--- config.mk ---
export PLATFORM = sky130hd
export DESIGN_NAME = pulse_rate_monitor_flat
export DESIGN_NICKNAME = d
export VERILOG_FILES = /design/src/rtl/pulse_rate_monitor_if.sv /design/src/rtl/pulse_rate_monitor.sv /design/src/flat_wrapper.sv
export SDC_FILE = /design/constraint.sdc
export NUM_CORES = 1
export LEC_CHECK = 0
export CORE_ASPECT_RATIO = 1.25
export CORE_MARGIN = 3
export CORE_UTILIZATION = 50
export CTS_CLUSTER_DIAMETER = 80
export CTS_CLUSTER_SIZE = 14
export DETAILED_ROUTE_END_ITERATION = 6
export DONT_BUFFER_PORTS = 1
export PLACE_DENSITY = 0.62
export SLEW_MARGIN = 30
export SYNTH_ARGS = -nofsm -noshare
export SYNTH_HDL_FRONTEND = slang
export SYNTH_SLANG_ARGS = --single-unit
export TNS_END_PERCENT = 50
--- constraint.sdc ---
create_clock -name clk -period 3.8 [get_ports clk]
set_clock_uncertainty 0.05 [all_clocks]
set_input_delay 0.95 -clock clk [delete_from_list [all_inputs] [get_ports clk]]
set_output_delay 0.95 -clock clk [all_outputs]
set_load 0.05 [all_outputs]
--- src/rtl/pulse_rate_monitor_if.sv ---
// Signal bundle between the heartbeat front end and the pulse-rate monitor core.
// The master side drives the timebase, sensor input and clear; the slave side publishes results.
interface pulse_rate_monitor_if;
  logic       sclk;
  logic       pulse_in;
  logic       clear;
  logic       beat;
  logic [7:0] bpm;
  logic       bpm_valid;
  logic       brady;
  logic       tachy;

  modport master (
    output sclk, pulse_in, clear,
    input  beat, bpm, bpm_valid, brady, tachy
  );

  modport slave (
    input  sclk, pulse_in, clear,
    output beat, bpm, bpm_valid, brady, tachy
  );
endinterface

--- src/rtl/pulse_rate_monitor.sv ---
// Heartbeat rate monitor: synchronises and debounces the sensor on timebase ticks,
// counts beats over a fixed window and publishes saturated BPM with brady/tachy flags.
module pulse_rate_monitor #(
  parameter int WINDOW_TICKS = 1500,
  parameter int BPM_MULT     = 4,
  parameter int DEBOUNCE     = 3,
  parameter int LOW_BPM      = 50,
  parameter int HIGH_BPM     = 120
) (
  input  logic                 clk,
  input  logic                 reset,
  pulse_rate_monitor_if.slave  bus
);

  localparam int TW = (WINDOW_TICKS > 1) ? $clog2(WINDOW_TICKS) : 1;
  localparam int DW = (DEBOUNCE > 1) ? $clog2(DEBOUNCE) : 1;
  localparam logic [TW-1:0] TICK_LAST = TW'(WINDOW_TICKS - 1);
  localparam logic [DW-1:0] DEB_LAST  = DW'(DEBOUNCE - 1);
  localparam logic [7:0]    LOW_T     = 8'(LOW_BPM);
  localparam logic [7:0]    HIGH_T    = 8'(HIGH_BPM);
  localparam logic [15:0]   MULT_W    = 16'(BPM_MULT);

  logic          sclk_q;
  logic          sync1_q, sync2_q;
  logic          level_q, level_d;
  logic [DW-1:0] deb_q, deb_d;
  logic [TW-1:0] tick_cnt_q, tick_cnt_d;
  logic [7:0]    beat_cnt_q, beat_cnt_d;
  logic          beat_q, beat_d;
  logic [7:0]    bpm_q, bpm_d;
  logic          valid_q, valid_d;
  logic          brady_q, brady_d;
  logic          tachy_q, tachy_d;

  logic          tick;
  logic          rise;
  logic          close;
  logic [7:0]    close_cnt;
  logic [15:0]   bpm_wide;

  always_comb begin
    tick    = bus.sclk & ~sclk_q;
    level_d = level_q;
    deb_d   = deb_q;
    rise    = 1'b0;

    // clear freezes the debounced level and restarts its qualification
    if (bus.clear) begin
      deb_d = '0;
    end else if (tick) begin
      if (sync2_q == level_q) begin
        deb_d = '0;
      end else if (deb_q == DEB_LAST) begin
        level_d = ~level_q;
        deb_d   = '0;
        rise    = ~level_q;
      end else begin
        deb_d = deb_q + 1'b1;
      end
    end

    close     = tick & ~bus.clear & (tick_cnt_q == TICK_LAST);
    close_cnt = (rise && (beat_cnt_q != 8'hFF)) ? beat_cnt_q + 8'd1 : beat_cnt_q;
    bpm_wide  = 16'(close_cnt) * MULT_W;

    tick_cnt_d = tick_cnt_q;
    beat_cnt_d = beat_cnt_q;
    if (bus.clear || close) begin
      tick_cnt_d = '0;
      beat_cnt_d = '0;
    end else if (tick) begin
      tick_cnt_d = tick_cnt_q + 1'b1;
      beat_cnt_d = close_cnt;
    end

    bpm_d   = bpm_q;
    brady_d = brady_q;
    tachy_d = tachy_q;
    if (close) begin
      bpm_d   = (bpm_wide > 16'd255) ? 8'hFF : bpm_wide[7:0];
      brady_d = (bpm_d < LOW_T);
      tachy_d = (bpm_d > HIGH_T);
    end

    beat_d  = rise;
    valid_d = close;
  end

  always_ff @(posedge clk or posedge reset) begin
    if (reset) begin
      sclk_q     <= 1'b0;
      sync1_q    <= 1'b0;
      sync2_q    <= 1'b0;
      level_q    <= 1'b0;
      deb_q      <= '0;
      tick_cnt_q <= '0;
      beat_cnt_q <= '0;
      beat_q     <= 1'b0;
      bpm_q      <= '0;
      valid_q    <= 1'b0;
      brady_q    <= 1'b0;
      tachy_q    <= 1'b0;
    end else begin
      sclk_q     <= bus.sclk;
      sync1_q    <= bus.pulse_in;
      sync2_q    <= sync1_q;
      level_q    <= level_d;
      deb_q      <= deb_d;
      tick_cnt_q <= tick_cnt_d;
      beat_cnt_q <= beat_cnt_d;
      beat_q     <= beat_d;
      bpm_q      <= bpm_d;
      valid_q    <= valid_d;
      brady_q    <= brady_d;
      tachy_q    <= tachy_d;
    end
  end

  assign bus.beat      = beat_q;
  assign bus.bpm       = bpm_q;
  assign bus.bpm_valid = valid_q;
  assign bus.brady     = brady_q;
  assign bus.tachy     = tachy_q;

endmodule

--- src/flat_wrapper.sv ---
// flat-port wrapper written by rule: the top's interface ports become plain ports
module pulse_rate_monitor_flat 
#(
  parameter int WINDOW_TICKS = 1500,
  parameter int BPM_MULT     = 4,
  parameter int DEBOUNCE     = 3,
  parameter int LOW_BPM      = 50,
  parameter int HIGH_BPM     = 120
)
  (clk, reset, bus_sclk, bus_pulse_in, bus_clear, bus_beat, bus_bpm, bus_bpm_valid, bus_brady, bus_tachy);
  pulse_rate_monitor_if bus_i ();
  input  logic clk;
  input  logic reset;
  input wire logic [$bits(bus_i.sclk)-1:0] bus_sclk;
  input wire logic [$bits(bus_i.pulse_in)-1:0] bus_pulse_in;
  input wire logic [$bits(bus_i.clear)-1:0] bus_clear;
  output wire logic [$bits(bus_i.beat)-1:0] bus_beat;
  output wire logic [$bits(bus_i.bpm)-1:0] bus_bpm;
  output wire logic [$bits(bus_i.bpm_valid)-1:0] bus_bpm_valid;
  output wire logic [$bits(bus_i.brady)-1:0] bus_brady;
  output wire logic [$bits(bus_i.tachy)-1:0] bus_tachy;
  assign bus_i.sclk = bus_sclk;
  assign bus_i.pulse_in = bus_pulse_in;
  assign bus_i.clear = bus_clear;
  assign bus_beat = bus_i.beat;
  assign bus_bpm = bus_i.bpm;
  assign bus_bpm_valid = bus_i.bpm_valid;
  assign bus_brady = bus_i.brady;
  assign bus_tachy = bus_i.tachy;
  pulse_rate_monitor #(.WINDOW_TICKS(WINDOW_TICKS), .BPM_MULT(BPM_MULT), .DEBOUNCE(DEBOUNCE), .LOW_BPM(LOW_BPM), .HIGH_BPM(HIGH_BPM)) u_core (.clk(clk), .reset(reset), .bus(bus_i));
endmodule
---- Word level (Yosys, flattened, before mapping) ----
Cells that the tools add are included.
W data, S select, Z words.
cells by class
  reduce and logical (&&, ||, !) cells .... 5
  multiplexer cells ....................... 14
  add/subtract/negate cells ............... 3
  equal/unequal tests ..................... 4
  magnitude comparators ................... 3
  bitwise gates (word level) .............. 7
operators by type and width
  kind                     count
  $mux W8                  4
  $mux W11                 2
  $add A11 B1 Y11 const B  1
  $eq A11 B11 Y1 const B   1
  $gt A10 B8 Y1 const B    1
  $add A8 B1 Y8 const B    1
  $gt A8 B7 Y1 const B     1
  $lt A8 B6 Y1 const B     1
  $mux W2                  4
  $ne A8 B8 Y1 const B     1
  $mux W1                  4
  $not A1 Y1               4
  $reduce_and A4 Y1        1
  $reduce_bool A2 Y1       2
  $and A1 B1 Y1            3
  $add A2 B1 Y2 const B    1
  $eq A2 B2 Y1 const B     1
  $eq A1 B1 Y1             1
  $logic_and A1 B1 Y1      1
  $logic_or A1 B1 Y1       1
word-level totals
  flip-flop bits (word level) ............. 37
  input port bits ......................... 5
  output and inout port bits .............. 12
  word-level logic and storage cells ...... 48

---- Depth between registers and ports, before layout ----
Gate-level depths: netlist (run 1).
  word-level depth ........................ 10
  gate-level depth with buffers ........... 8
  gate-level depth less buffers ........... 8

---- Least setup slack after synthesis (run 1) ----
OpenSTA, ideal clock, no wires.
  kind .................................... input -> register
  start ................................... in bus_clear
  end ..................................... reg u_core.beat_cnt_q[4]
  arrival ................................. 2.328 ns
  path buffers ............................ 2
  cell stages on the path ................. 8
  library setup time ...................... 0.121 ns
  slack ................................... 1.301 ns
  cells stage by stage .................... buf_2 > nor3b_4 > nand2_1 > inv_1 > buf_4 > a31oi_1 > or2_2 > a22o_1
on the way
  word-level cells in the longest chain between the ends .. 5
RTL lines
  element               RTL line                   text
  from (decl)           flat_wrapper.sv:16         input wire logic [$bits(bus_i.clear)-1:0] bus_clear;
  $mux W1               pulse_rate_monitor.sv:48   if (bus.clear) begin
  net u_core.beat_d     pulse_rate_monitor.sv:29   logic beat_q, beat_d;
  $logic_and A1 B1 Y1   pulse_rate_monitor.sv:63   close_cnt = (rise && (beat_cnt_q != 8'hFF)) ? beat_cnt_q + 8'd1 : beat_cnt_q;
  $mux W8               pulse_rate_monitor.sv:63
  $mux W8               pulse_rate_monitor.sv:71   end else if (tick) begin
  $mux W8               pulse_rate_monitor.sv:68   if (bus.clear || close) begin
  to (signal assigned)  pulse_rate_monitor.sv:110  beat_cnt_q <= beat_cnt_d;
  to (decl)             pulse_rate_monitor.sv:28   logic [7:0] beat_cnt_q, beat_cnt_d;
The timed path passes the listed nets, and every way through them passes these cells. The select of a mux whose other input is x is not followed.
A chain may end at the register's enable or synchronous reset.

---- Worst setup path in the final report (run 1) ----
  start ................................... in bus_clear
  end ..................................... reg u_core.brady_q, in the netlist u_core.bus.brady
on the way
  word-level cells in the longest chain between the ends .. 6
RTL lines
  element               RTL line                   text
  $mux W1               pulse_rate_monitor.sv:48
  $logic_and A1 B1 Y1   pulse_rate_monitor.sv:63
  $mux W8               pulse_rate_monitor.sv:63
  $gt A10 B8 Y1         pulse_rate_monitor.sv:80   bpm_d = (bpm_wide > 16'd255) ? 8'hFF : bpm_wide[7:0];
  $mux W8               pulse_rate_monitor.sv:80
  $lt A8 B6 Y1          pulse_rate_monitor.sv:81   brady_d = (bpm_d < LOW_T);
  to (signal assigned)  pulse_rate_monitor.sv:114  brady_q <= brady_d;
  to (decl)             pulse_rate_monitor.sv:32   logic brady_q, brady_d;
Several ways; a longest one is shown, not always the timed one.

==> impl_metrics.env, run 1 <==
export IMPL_status="finished clean"
export IMPL_hold_violations=0
export IMPL_wl_per_cell_um=16.2
export IMPL_p_int_mw=0.543
export IMPL_synth_seq_area_share=0.474
export IMPL_firstDrtPassIters=4
export IMPL_yosysMostFrequentCell="dfrtp_1"
export IMPL_num_io_pins=17
export IMPL_holdPathStages=0
export IMPL_clkSinkCount=36
export IMPL_swShare=0.217
export IMPL_max_clock_path_buffers=2
export IMPL_hold_path_class="register to register"
export IMPL_worstMarginPinSlew_ns=0.902
export IMPL_power_switching_mw=0.151
export IMPL_syn_num_nets=198
export IMPL_hpwl_um=2690
export IMPL_insertedDiodeCount=0
export IMPL_grt_setup_unrepaired="no"
export IMPL_coreArea_um2=3570
export IMPL_synth_top_area_cell="dfrtp_1"
export IMPL_clk_pin_slew_ns=0.07
export IMPL_dr_first_iter_drc_count=99
export IMPL_die_h_um=74.9
export IMPL_synthDistinctLibCells=49
export IMPL_drc=0
export IMPL_avgSynthCellArea_um2=9.94
export IMPL_num_rows=24
export IMPL_layout_nets=199
export IMPL_crit_path_start_kind="input pin"
export IMPL_netlist_instances=191
export IMPL_grt_use_total=0.189
export IMPL_cellPowerDensity_nw_per_um2=345
export IMPL_p_leak_nw=0.855
export IMPL_grt_max_degree=37
export IMPL_cts_setup_buffers=0
export IMPL_die_area_um2=4580
export IMPL_cts_tree="yes"
export IMPL_via_per_inst=5.98
export IMPL_start_util=0.532
export IMPL_clk_latency_ns=0.29
export IMPL_p_comb_frac=0.038
export IMPL_synthFlopType="dfrtp_1"
export IMPL_cpPeakStageDelay_ns=0.44
export IMPL_setup_viol=0
export IMPL_finalSetupTns_ns=0
export IMPL_total_power_mw=0.694
export IMPL_reg2regPathDepth=6
export IMPL_synth_seq_cells=36
export IMPL_maxCapViolCount=0
export IMPL_synth_edf_count=0
export IMPL_cp_arrival_ns=2.55
export IMPL_postSynth_asyncResetShare=1.00
export IMPL_syn2layout_area_growth_pct=5.99
export IMPL_cpMaxStageDelayCell="a2111oi_4"
export IMPL_drt_wl_total_um=3760
export IMPL_cp_required_ns=3.97
export IMPL_maxSlewViolCount=0
export IMPL_drive_above_1_share=0.109
export IMPL_cts_root_buf="clkbuf_8"
export IMPL_cts_buffers=5
export IMPL_place_congestion=0.900
export IMPL_crit_chain="nor3b_4, nand2_1, inv_1, nand4_1, a2111oi_4, a22o_1"
export IMPL_slew_headroom=0.398
export IMPL_synth_common_cells="36 x dfrtp_1, 22 x nor2_1, 14 x a21oi_1"
export IMPL_grt_pass1_wl_um=6330
export IMPL_postCtsHoldBufs=0
export IMPL_io_buffers=0
export IMPL_period_share=0.626
export IMPL_p_clk_frac=0.400
export IMPL_synth_warnings=0
export IMPL_crit_fanout=12
export IMPL_die_x_um=61.1
export IMPL_syn_area_um2=1900
export IMPL_synth_area_leaders="dfrtp_1 47%, nor2_1 4.3%, a21oi_1 3.7%"
export IMPL_h_tree_depth=2
export IMPL_seqPwrFrac=0.562
export IMPL_antenna_found_initial=0
export IMPL_overflow=0
export IMPL_fin_crit_ns=2.38
export IMPL_fmax_ghz=0.420
export IMPL_ir_drop_v=0.000203
export IMPL_antenna_left=0
export IMPL_end_kind="register"
export IMPL_worstSetupPathType="input pin to register"
export IMPL_grt_pass1_vias=1371
export IMPL_post_cts_resized=0
export IMPL_vias=1388
export IMPL_yosysTopAreaCellShare=0.474
==> power groups by stage <==
stage	sequential [mW]	combinational, mW	clock, mW
CTS	0.390	0.0269	0.288
global route	0.390	0.0299	0.307
detailed placement	0.397	0.0268	0
finish	0.390	0.0261	0.278
global placement	0.397	0.0261	0
floorplan	0.397	0.0217	0
==> final timing paths <==
| check | start | to | slack (ns) |
|---|---|---|---|
| max in group asynchronous | reset | u_core.bus.beat | 2.78 |
| setup / recovery | bus_clear | u_core.bus.brady | 1.42 |
| hold reg to reg | u_core.sync1_q | u_core.sync2_q | 0.30 |
| min in group asynchronous | reset | u_core.bus.tachy | 0.60 |
| setup reg to reg | u_core.beat_cnt_q[0] | u_core.bus.brady | 1.51 |
| hold / removal | u_core.sync1_q | u_core.sync2_q | 0.30 |
==> metrics by stage <==
| step | util | hold WS, ns | cells | setup slack, ns | cell area [um^2] |
|---|---|---|---|---|---|
| 6_report | 0.563 | 0.303 | 232 | 1.42 | 2010 |
| 5_1_grt | 0.563 | 0.308 | 232 | 1.30 | 2010 |
| 2_1_floorplan | - | 0.281 | 191 | 1.30 | 1900 |
| 3_3_place_gp | 0.538 | 0.286 | 224 | 1.20 | 1920 |
| 3_5_place_dp | 0.538 | 0.290 | 224 | 1.13 | 1920 |
| 4_1_cts | 0.563 | 0.306 | 232 | 1.44 | 2010 |
==> final cells by class <==
| type | count | area, um^2 |
|---|---|---|
| timing repair buffer | 2 | 15.0 |
| inverter | 8 | 31.3 |
| sequential | 36 | 901 |
| fill | 328 | 1560 |
| multi-input combinational | 139 | 927 |
| tap | 39 | 48.8 |
| clock buffer | 8 | 90.1 |
==> per-layer routing <==
| layer | part of all wire | global-route usage | up-vias |
|---|---|---|---|
| li1 | - | - | 689 |
| met2 | 0.50 | 0.309 | 34 |
| met5 | 0 | 0 | - |
| met1 | 0.43 | 0.229 | 653 |
| met3 | 0.040 | 0.0515 | 12 |
| met4 | 0.024 | 0.0867 | 0 |
==> layout by cell type, fill, tap and decap left out, types with 3 or more instances in the layout <==
master	count
mux2i_1	5
a22o_1	3
a21oi_1	14
nor2_1	22
nand2b_1	3
inv_1	7
clkbuf_8	6
nand2_1	8
xor2_1	7
o21ai_0	4
and3_1	4
nand3_1	11
dfrtp_1	36
nand4_1	4
xnor2_1	6
nor3_1	5
a31oi_1	4
==> sequential cells by signal, summed over array words and instances, names as in the netlist, 2 cells and up <==
name / cells
u_core.beat_cnt_q: 8
u_core.bus.bpm: 7
u_core.tick_cnt_q: 11
u_core.deb_q: 2
==> worst max-delay path: cells and delay by family <==
kind            cells  cell delay, ns
compound gates      2            0.63
buf+inv             1            0.31
simple gates        3            0.66
==> cell families after synthesis <==
kind of cell               count (synthesis)  synth area share
DFF                                       36             0.474
muxes                                      7            0.0382
adders and majority gates                  2            0.0132
xor gates and xnor gates                  13            0.0599
AOI/OAI and AO/OA                         39             0.147
buffers and inverters                     16            0.0375
and+or+nand+nor                           78             0.230
No activity file was read; power rests on OpenSTA's default activity.
==> inputs of run 2 (changes only) <==
Settings changed: PLACE_DENSITY 0.62 to 0.65.
Clock period 3.8 ns to 2.05 ns, I/O delays scaled along.
==> impl_metrics.env, run 2 (synthesis results as in run 1) <==
export IMPL_status="finished clean"
export IMPL_via_per_inst=5.91
export IMPL_wl_per_cell_um=15.4
export IMPL_syn2layout_area_growth_pct=20.9
export IMPL_h_tree_depth=2
export IMPL_crit_path_start_kind="register"
export IMPL_vias=1526
export IMPL_antenna_found_initial=0
export IMPL_antenna_left=0
export IMPL_drive_above_1_share=0.265
export IMPL_maxCapViolCount=0
export IMPL_num_rows=24
export IMPL_fmax_ghz=0.508
export IMPL_grt_pass1_vias=1582
export IMPL_period_share=0.960
export IMPL_layout_common_cells="36 x dfrtp_1, 28 x buf_4, 21 x nor2_1"
export IMPL_hold_violations=0
export IMPL_setup_viol=0
export IMPL_cp_arrival_ns=2.14
export IMPL_reg2regPathDepth=6
export IMPL_cpMaxStageDelayCell="a2111oi_4"
export IMPL_clkSinkCount=36
export IMPL_crit_fanout=6
export IMPL_insertedDiodeCount=0
export IMPL_reg2reg_slack_ns=0.08
export IMPL_largest_reg_flops=11
export IMPL_grt_setup_unrepaired="yes"
export IMPL_crit_chain="nor4bb_2, nand2_2, inv_4, nand4_1, a2111oi_4, a22o_1"
export IMPL_die_h_um=74.9
export IMPL_grt_pass1_wl_um=6960
export IMPL_maxSlewViolCount=0
export IMPL_grt_max_degree=20
export IMPL_max_clock_path_buffers=2
export IMPL_overflow=0
export IMPL_die_area_um2=4580
export IMPL_fin_crit_ns=1.97
export IMPL_cts_buffers=5
export IMPL_instances_no_fill=258
export IMPL_drc=0
export IMPL_hpwl_um=2990
export IMPL_top_register="u_core.tick_cnt_q"
export IMPL_cpPeakStageDelay_ns=0.47
export IMPL_layout_setup_ws_ns=0.0817
export IMPL_end_kind="register"
export IMPL_clk_pin_slew_ns=0.07
export IMPL_layout_nets=225
export IMPL_dr_first_iter_drc_count=66
export IMPL_cellPowerDensity_nw_per_um2=630
export IMPL_slew_headroom=0.679
export IMPL_die_x_um=61.1
export IMPL_preCtsSetupSlack_ns=-0.0495
export IMPL_whs_ns=0.0983
export IMPL_cts_root_buf="clkbuf_8"
export IMPL_coreArea_um2=3570
export IMPL_firstDrtPassIters=4
export IMPL_cp_required_ns=2.22
export IMPL_io_buffers=0
export IMPL_grt_use_total=0.207
export IMPL_ir_drop_v=0.000609
export IMPL_hold_path_class="input pin to asynchronous set/reset pin"
export IMPL_drt_wl_total_um=3960
export IMPL_clk_latency_ns=0.28
export IMPL_place_congestion=0.934
export IMPL_cts_tree="yes"
export IMPL_worstSetupPathType="register to register"
export IMPL_num_io_pins=17
export IMPL_start_util=0.532
export IMPL_worstMarginPinSlew_ns=0.480
export IMPL_p_leak_nw=1.01
export IMPL_dp_cells=249
export IMPL_layout_commonest_cell="dfrtp_1"
==> run 2: cell types whose count changed in the layout (fill, tap and decap cells not counted), sizes merged <==
cell    before  now
clkbuf       8    7
buf          2   28
bufinv       0    1
==> run 2: worst max-delay path, delay by kind of cell, from the launching register on <==
kind            cells  cell delay [ns]
simple gates        3             0.69
compound gates      2             0.65
flops               1             0.42
buf+inv             1             0.09
==> run 2: layout make-up <==
class | count | area (um^2)
Fill cell | 279 | 1280
Clock buffer | 7 | 96.3
Sequential cell | 36 | 901
Inverter | 8 | 33.8
Timing Repair Buffer | 28 | 210
Multi-Input combinational cell | 139 | 976
Clock inverter | 1 | 30.0
Tap cell | 39 | 48.8
==> run 2: what timing repair did <==
action	4_1_cts	5_1_grt
hold buffers	0	0
endpoints found under the setup margin	7	15
buffers inserted	1	0
pin swaps	1	4
resized for setup	0	11
==> run 2: where the power goes <==
part / internal (mW) / switching (mW) / total [mW]
registers: 0.717 / 0.00502 / 0.722
logic: 0.0242 / 0.0368 / 0.0610
clock network: 0.429 / 0.235 / 0.663
total: 1.17 / 0.276 / 1.45
==> run 2: path summary, 6_finish.rpt <==
kind,to,startpoint
worst max-delay path,u_core.bus.brady,u_core.deb_q[0]
worst min-delay path,u_core.beat_cnt_q[1],reset
worst max register to register,u_core.bus.brady,u_core.deb_q[0]
worst min register to register,u_core.sync2_q,u_core.sync1_q
max in group asynchronous,u_core.tick_cnt_q[6],reset
min in group clk,u_core.sclk_q,bus_sclk
==> run 2: metal layers <==
metal | track usage | up-vias | routed length, um
met1 | 0.233 | 739 | 1580
li1 | - | 742 | -
met5 | 0 | - | 0
met3 | 0.0429 | 7 | 142
met4 | 0.0988 | 0 | 72
met2 | 0.366 | 38 | 2170
==> run 2: through the flow <==
stage	cell area (um^2)	util	power (mW)	TNS [ns]
floorplan	1900	-	0.776	0
finish	2300	0.643	1.45	0
global route	2300	0.643	1.52	-0.313
global placement	2110	0.591	0.793	-0.811
detailed placement	2120	0.593	0.796	-0.165
CTS	2250	0.630	1.47	0
